--- config.mk ---
export PLATFORM = sky130hd
export DESIGN_NAME = rs_encoder_256
export DESIGN_NICKNAME = d
export VERILOG_FILES = /design/src/rtl/rs_encoder_256.sv
export SDC_FILE = /design/constraint.sdc
export NUM_CORES = 1
export LEC_CHECK = 0
export ABC_AREA = 1
export CORE_AREA = 2 2 159 130
export DETAILED_ROUTE_END_ITERATION = 8
export DIE_AREA = 0 0 161 132
export PLACE_DENSITY = 0.78
export SETUP_SLACK_MARGIN = 0.15
export SLEW_MARGIN = 20
export SYNTH_ARGS = -nofsm -noshare
export SYNTH_HDL_FRONTEND = slang
export SYNTH_SLANG_ARGS = --single-unit
--- constraint.sdc ---
create_clock -name clk -period 2 [get_ports clk]
set_clock_uncertainty 0.15 [all_clocks]
set_input_delay 0.5 -clock clk [delete_from_list [all_inputs] [get_ports clk]]
set_output_delay 0.5 -clock clk [all_outputs]
set_load 0.05 [all_outputs]
--- src/rtl/rs_encoder_256.sv ---
// Systematic RS(255-NSYM+..) encoder over GF(2^8), poly 0x11D; message passthrough then NSYM parity symbols.
// Latency: one cycle from an accepted input symbol to out_data; parity follows the last message symbol immediately.
// Backpressure: with RS_ENC_BACKPRESSURE_EN a stalled out_ready holds the output stage and freezes the LFSR; without it out_ready is ignored.
module rs_encoder_256 #(
    parameter int NSYM = 16
) (
    input  logic       clk,
    input  logic       rst_n,
    input  logic       start,
    input  logic [7:0] msg_len,
    input  logic [7:0] in_data,
    input  logic       in_valid,
    output logic       in_ready,
    output logic [7:0] out_data,
    output logic       out_valid,
    input  logic       out_ready,
    output logic       out_last,
    output logic       busy,
    output logic       len_err
);

    typedef enum logic [1:0] {IDLE, DATA, PARITY} state_t;

    // GF(2^8) multiply: shift-and-reduce by 0x11D
    function automatic logic [7:0] gfmul(input logic [7:0] a, input logic [7:0] b);
        logic [7:0] p;
        logic [7:0] aa;
        p  = 8'h00;
        aa = a;
        for (int i = 0; i < 8; i++) begin
            if (b[i]) p = p ^ aa;
            aa = {aa[6:0], 1'b0} ^ (aa[7] ? 8'h1D : 8'h00);
        end
        return p;
    endfunction

    // g(x) = prod (x + alpha^r), r = 0..NSYM-1; monic term g[NSYM] is implicit
    function automatic logic [NSYM-1:0][7:0] gen_poly();
        logic [NSYM:0][7:0] g;
        logic [7:0]         root;
        g    = '0;
        g[0] = 8'h01;
        root = 8'h01;
        for (int r = 0; r < NSYM; r++) begin
            for (int j = NSYM; j >= 1; j--) begin
                g[j] = g[j-1] ^ gfmul(g[j], root);
            end
            g[0] = gfmul(g[0], root);
            root = gfmul(root, 8'h02);
        end
        return g[NSYM-1:0];
    endfunction

    localparam logic [NSYM-1:0][7:0] G       = gen_poly();
    localparam logic [31:0]          MAX_LEN = 32'(255 - NSYM);

    state_t               state;
    logic [7:0]           cnt;
    logic [NSYM-1:0][7:0] par;
    logic [NSYM-1:0][7:0] par_in;
    logic [NSYM-1:0][7:0] par_sh;
    logic [7:0]           fb;
    logic                 ready_eff;
    logic                 slot_free;
    logic                 in_fire;
    logic                 len_ok;

`ifdef RS_ENC_BACKPRESSURE_EN
    assign ready_eff = out_ready;
`else
    // every presented symbol is a transfer; out_ready has no effect
    logic unused_out_ready;
    assign unused_out_ready = out_ready;
    assign ready_eff        = 1'b1;
`endif

    assign slot_free = !out_valid || ready_eff;
    assign in_ready  = (state == DATA) && slot_free;
    assign in_fire   = in_valid && in_ready;
    assign fb        = in_data ^ par[NSYM-1];
    assign len_ok    = (msg_len != 8'd0) && ({24'd0, msg_len} <= MAX_LEN);

    // next LFSR contents for a message symbol, and the plain shift used while emitting parity
    always_comb begin
        par_in    = '0;
        par_sh    = '0;
        par_in[0] = gfmul(fb, G[0]);
        for (int i = 1; i < NSYM; i++) begin
            par_in[i] = par[i-1] ^ gfmul(fb, G[i]);
            par_sh[i] = par[i-1];
        end
    end

    // control FSM, LFSR and registered output stage
    always_ff @(posedge clk or negedge rst_n) begin
        if (!rst_n) begin
            state     <= IDLE;
            cnt       <= 8'd0;
            par       <= '0;
            out_data  <= 8'h00;
            out_valid <= 1'b0;
            out_last  <= 1'b0;
            busy      <= 1'b0;
            len_err   <= 1'b0;
        end else begin
            len_err <= 1'b0;
            case (state)
                IDLE: begin
                    if (start) begin
                        if (len_ok) begin
                            state <= DATA;
                            cnt   <= msg_len;
                            par   <= '0;
                            busy  <= 1'b1;
                        end else begin
                            len_err <= 1'b1;
                        end
                    end
                end
                DATA: begin
                    if (slot_free) begin
                        out_valid <= in_fire;
                        out_last  <= 1'b0;
                    end
                    if (in_fire) begin
                        out_data <= in_data;
                        par      <= par_in;
                        if (cnt == 8'd1) begin
                            state <= PARITY;
                            cnt   <= 8'(NSYM);
                        end else begin
                            cnt <= cnt - 8'd1;
                        end
                    end
                end
                PARITY: begin
                    if (slot_free) begin
                        if (cnt != 8'd0) begin
                            out_data  <= par[NSYM-1];
                            out_valid <= 1'b1;
                            out_last  <= (cnt == 8'd1);
                            par       <= par_sh;
                            cnt       <= cnt - 8'd1;
                        end else begin
                            // final parity symbol has just been taken
                            out_valid <= 1'b0;
                            out_last  <= 1'b0;
                            busy      <= 1'b0;
                            state     <= IDLE;
                        end
                    end
                end
                default: state <= IDLE;
            endcase
        end
    end

endmodule

==> flow_summary.yaml, run 1 <==
run_status:
  status: "stopped before the end"
  lastStage: "global routing"
  error_line: "[ERROR GRT-0232] Routing congestion too high. Check the congestion heatmap in the GUI."
floorplanning:
  die_w_um: 161
  fp.dieH_um: 132
  rows: 46
  top_level_ports: 34
  start_util_pct: 54.6
synth:
  synth_warnings: 0
  synth_edf_count: 0
  synth-seq-cells: 150
  synth-compound-area-share_pct: 17.9
  async_reset_ff_share_pct: 100
  synth_seq_area_share_pct: 35.1
  synth.top_cells.by_area: "dfrtp_1 (35%), nand2_1 (15%), o21ai_0 (9.2%), xor2_1 (7.4%), inv_1 (5.1%)"
  netlist_instances: 1465
  syn_nets: 1492
  syn_avg_cell_area_um2: 7.29
  synth_fa_ha_area_share_pct: 0.702
  muxShareOfSynthArea_pct: 0
  synth_top_cell_by_area: "dfrtp_1"
  ys_types: 46
  synth_xor_area_share_pct: 12.0
  synth_top_family_by_area: "simple AND/OR/NAND/NOR gates"
  synthSimpleGateAreaFrac_pct: 25.0
  synth_top_area_share_pct: 35.1
  synth_area_um2: 10700
  synth_ff_type: "dfrtp_1"
placement:
  postPlaceCellArea_um2: 13100
  place.gp.congestion: 0.940
  port_buffers: 32
  place_hpwl_um: 24400
cts:
  h-tree-depth: 4
  cts_buffer_depth: 2
  clock-sinks: 150
  cts_buffers: 17
  cts_root_buf: "clkbuf_16"
global_routing:
  grt_util_all_layers_pct: 78.6
  grt_max_degree: 71
  grt_overflow: 70
sta:
  endpoint_type: "register input"
  worstEndpointGrtRepair: "par[59]$_DFFE_PN0P_/D"
[cells by family after synthesis]
family	count (synthesis)
simple gates	603
compound gates	342
buf+inv	235
flops	150
xor+xnor	129
fa+ha+maj	6
[cell usage after synthesis (all sizes together) (5+ instances only)]
cell type / instances
nand2: 496
o21ai: 229
inv: 167
dfrtp: 150
xor2: 104
nand3: 55
o22ai: 40
buf: 39
nor2: 34
clkbuf: 28
a21oi: 25
xnor2: 25
o211ai: 12
or2: 10
o21a: 8
a22oi: 7
ha: 6
a22o: 5
a32o: 5
[routing by layer]
layer	global-route usage [%]	GRT overflow
met1	80.2	0
met3	65.5	1
met2	92.8	36
met4	77.9	32
met5	23.9	1
[repair_timing]
action	CTS
endpoints found under the hold margin	35
gates cloned	12
gates resized for setup	532
buffers inserted	105
hold buffers	1
setup endpoints to repair	148
pin swaps	215
[stage by stage]
step	hold WS [ns]	TNS [ns]	worst slack, ns	instances	utilization [%]
after floorplan	0.0544	-0.0201	-0.00559	1465	-
after global placement	0.285	-99.15	-0.964	1884	66.9
after detailed placement	0.287	-108.17	-1.04	1884	66.9
after CTS	0.341	-14.17	-0.248	2034	85.4
==> inputs of run 2 (changes only) <==
--- a/config.mk
+++ b/config.mk
@@ -6,11 +6,10 @@
 export NUM_CORES = 1
 export LEC_CHECK = 0
 export ABC_AREA = 1
-export CORE_AREA = 2 2 159 130
+export CORE_AREA = 2 2 167 169
 export DETAILED_ROUTE_END_ITERATION = 8
-export DIE_AREA = 0 0 161 132
-export PLACE_DENSITY = 0.78
-export SETUP_SLACK_MARGIN = 0.15
+export DIE_AREA = 0 0 169 171
+export PLACE_DENSITY_LB_ADDON = 0.15
 export SLEW_MARGIN = 20
 export SYNTH_ARGS = -nofsm -noshare
 export SYNTH_HDL_FRONTEND = slang
==> constraint.sdc (replaced) <==
create_clock -name clk -period 2.6 [get_ports clk]
set_clock_uncertainty 0.15 [all_clocks]
set_input_delay 0.65 -clock clk [delete_from_list [all_inputs] [get_ports clk]]
set_output_delay 0.65 -clock clk [all_outputs]
set_load 0.05 [all_outputs]
==> run 2 against run 1 <==
Compared with the run above:
- the run now ends clean
- synthesized area did not move
- synthesized cell count did not move
==> flow_summary.yaml, run 2 <==
setup_path:
  r2r_start: "cnt[0]$_DFFE_PN0P_"
  reg2reg_depth: 12
  crit_chain: "inv_1 > ha_2 > buf_16 > buf_12"
  cp-start-kind: "flop"
  critPathCaptureType: "output port"
  max_stage_delay_ns: 0.41
  regToRegSetupSlack_ns: 0.16
  worstPathArrival_ns: 1.72
  cp_slowest_cell: "dfrtp_1"
  cp.required_ns: 1.80
  r2r-end: "par[80]$_DFFE_PN0P_"
  crit_type: "reg -> out"
  path_max_fanout: 84
sta:
  hold_violations: 0
  fin_crit_ns: 2.52
  relSlewSlack_pct: 49.9
  max_freq_mhz: 397
  final-setup-viol-count: 0
  fin_crit_sh_pct: 96.9
  report.final.slew_viol_count: 0
  tightestPinTransition_ns: 0.751
worst_hold_path:
  min_to: "out_data[2]$_DFFE_PN0P_"
  min_delay_path_depth: 1
  hold_path.class: "reg -> reg"
  hold_start: "out_data[2]$_DFFE_PN0P_"
run_status:
  status: "completed"
synth:
  synthTopCellsByCount: "nand2_1 (431), o21ai_0 (197), dfrtp_1 (150), inv_1 (146), xor2_1 (90)"
  synth_top_area_share_pct: 35.1
  synth.top_cells.by_area: "dfrtp_1 (35%), nand2_1 (15%), o21ai_0 (9.2%), xor2_1 (7.4%), inv_1 (5.1%)"
  synth_seq_area_share_pct: 35.1
  synth_area_um2: 10700
  yosysMostFrequentCell: "nand2_1"
  synth_top_cell_by_area: "dfrtp_1"
  synth_edf_count: 0
  async_reset_ff_share_pct: 100
  synth_warnings: 0
  synth-seq-cells: 150
  syn_avg_cell_area_um2: 7.29
  ys_types: 46
  synth_ff_type: "dfrtp_1"
  syn_nets: 1492
  netlist_instances: 1465
global_routing:
  grt_max_degree: 88
  grt_pass1_vias: 9667
  grt_antenna_before_repair: 0
  grt_util_all_layers_pct: 24.6
  grt_overflow: 0
  grt_pass1_wl_um: 54800
drt:
  drt_iter0_markers: 664
  wl_per_cell_um: 17.2
  ant_nets: 0
  via_per_inst: 5.09
  wl_um: 34300
  drc: 0
  drtPass1Iterations: 5
  via_count: 10100
placement:
  place.gp.congestion: 0.870
  postPlaceCellArea_um2: 12600
  place_hpwl_um: 23600
  placed_cells: 1944
  port_buffers: 32
cts:
  clock-sinks: 150
  insertion_delay_ns: 0.45
  h-tree-depth: 4
  clkSlewWorstSetupHoldPaths_ns: 0.07
  cts_root_buf: "clkbuf_16"
  cts_buffers: 17
  cts_tree: "yes"
  cts_buffer_depth: 2
final_layout:
  fin_util_pct: 49.5
  top_register: "par"
  largest_reg_flops: 128
  diodes: 0
  final_nets: 1660
  largestRegisters: "par x128, cnt x8, out_data x8"
  final_cell_mix: "nand2_1 (420), o21ai_0 (196), buf_4 (164), dfrtp_1 (150), inv_1 (143)"
  fin_area_um2: 13500
  syn_to_final_growth_pct: 26.6
  nFillCells: 2648
  drive_gt1_share_pct: 21.6
  layout_commonest_cell: "nand2_1"
  final_cells: 1992
floorplanning:
  rows: 61
  start_util_pct: 39.1
  fp.dieH_um: 171
  dieArea_um2: 28900
  top_level_ports: 34
  coreArea_um2: 27300
  die_w_um: 169
power:
  powerDensity_nw_per_um2: 1630
  p_leak_nw: 6.38
  ir_drop_v: 0.000724
flow_run:
  maxCapViolations: 0
==> run 2: cells by family (layout without fill, tap and decap cells) <==
| logic type | after synthesis | in the layout | share of synthesized area [%] |
|---|---|---|---|
| simple gates | 603 | 603 | 25.0 |
| xor+xnor | 129 | 129 | 12.0 |
| fa+ha+maj | 6 | 6 | 0.702 |
| flops | 150 | 150 | 35.1 |
| compound gates | 342 | 342 | 17.9 |
| buf+inv | 235 | 416 | 9.25 |
==> run 2: worst max-delay path by stage <==
stage / from / end / slack [ns] / depth (start not counted)
after floorplan: state[1]$_DFFE_PN0P_ / par[26]$_DFFE_PN0P_ / 0.21 / 15
after global placement: in_data[6] / par[124]$_DFFE_PN0P_ / -0.52 / 13
after detailed placement: in_data[6] / par[124]$_DFFE_PN0P_ / -0.58 / 13
after CTS: in_data[6] / par[124]$_DFFE_PN0P_ / -0.03 / 13
after global routing: state[1]$_DFFE_PN0P_ / in_ready / -0.004 / 4
final: state[1]$_DFFE_PN0P_ / in_ready / 0.08 / 4
==> run 2: report_power, final <==
part / switching (mW) / leakage [nW] / internal [mW] / total (mW)
clock: 1.21 / 0.292 / 1.36 / 2.57
combinational: 9.35 / 4.07 / 6.16 / 15.5
sequential: 0.603 / 2.02 / 3.31 / 3.91
==> run 2: final cells by class <==
cell class / instances / area [µm²] / share of cell area [%]
Clock buffer: 17 / 425 / 3.15
Clock inverter: 15 / 160 / 1.18
Inverter: 168 / 643 / 4.75
Multi-Input combinational cell: 1080 / 6140 / 45.4
Sequential cell: 150 / 3750 / 27.8
Tap cell: 346 / 433 / 3.20
Timing Repair Buffer: 216 / 1970 / 14.6
==> run 2: timing repair <==
item | CTS | global route
pin swaps | 3 | 9
hold buffers | 1 | 0
setup buffers | 4 | 11
gates resized for setup | 8 | 39
endpoints found under the hold margin | 21 | 0
setup endpoints to repair | 18 | 67
==> run 2: through the flow <==
stage | power, mW | TNS, ns | setup slack [ns] | hold slack, ns
3_3_place_gp | 18.5 | -40.00 | -0.518 | 0.317
6_report | 22.0 | 0 | 0.0794 | 0.340
5_1_grt | 23.8 | -0.00382 | -0.00382 | 0.352
2_1_floorplan | 13.1 | 0 | 0.212 | 0.204
4_1_cts | 21.5 | -0.0277 | -0.0277 | 0.340
3_5_place_dp | 18.7 | -43.64 | -0.578 | 0.321
==> run 2: layer usage <==
metal,part of all wire (%),routed length (µm),track usage (%),vias up
met5,0,0,0,-
met4,2.2,739,8.21,0
met3,3.8,1310,2.78,41
met2,46,15900,40.0,220
met1,48,16400,34.3,4830
li1,-,-,-,5042
==> run 2: worst max-delay path: cells and delay by family (launching register included) <==
family / cells / cell delay [ns]
buffers and inverters: 3 / 0.63
flip-flops: 1 / 0.41
adder cells (fa/ha/maj): 1 / 0.24
Power figures use the tool's default switching activity.
==> inputs of run 3 (changes only) <==
--- a/config.mk
+++ b/config.mk
@@ -10,7 +10,7 @@
 export DETAILED_ROUTE_END_ITERATION = 8
 export DIE_AREA = 0 0 169 171
 export PLACE_DENSITY_LB_ADDON = 0.15
-export SLEW_MARGIN = 20
+export SLEW_MARGIN = 15
 export SYNTH_ARGS = -nofsm -noshare
 export SYNTH_HDL_FRONTEND = slang
 export SYNTH_SLANG_ARGS = --single-unit
==> results of run 3 <==
The final DEF is identical to that of run 2; final timing and power are the same.
==> inputs of run 4 (changes only) <==
--- a/config.mk
+++ b/config.mk
@@ -7,6 +7,7 @@
 export LEC_CHECK = 0
 export ABC_AREA = 1
 export CORE_AREA = 2 2 167 169
+export CTS_CLUSTER_SIZE = 20
 export DETAILED_ROUTE_END_ITERATION = 8
 export DIE_AREA = 0 0 169 171
 export PLACE_DENSITY_LB_ADDON = 0.15
==> results of run 4 <==
The final DEF is identical to that of run 2; final timing and power are the same.
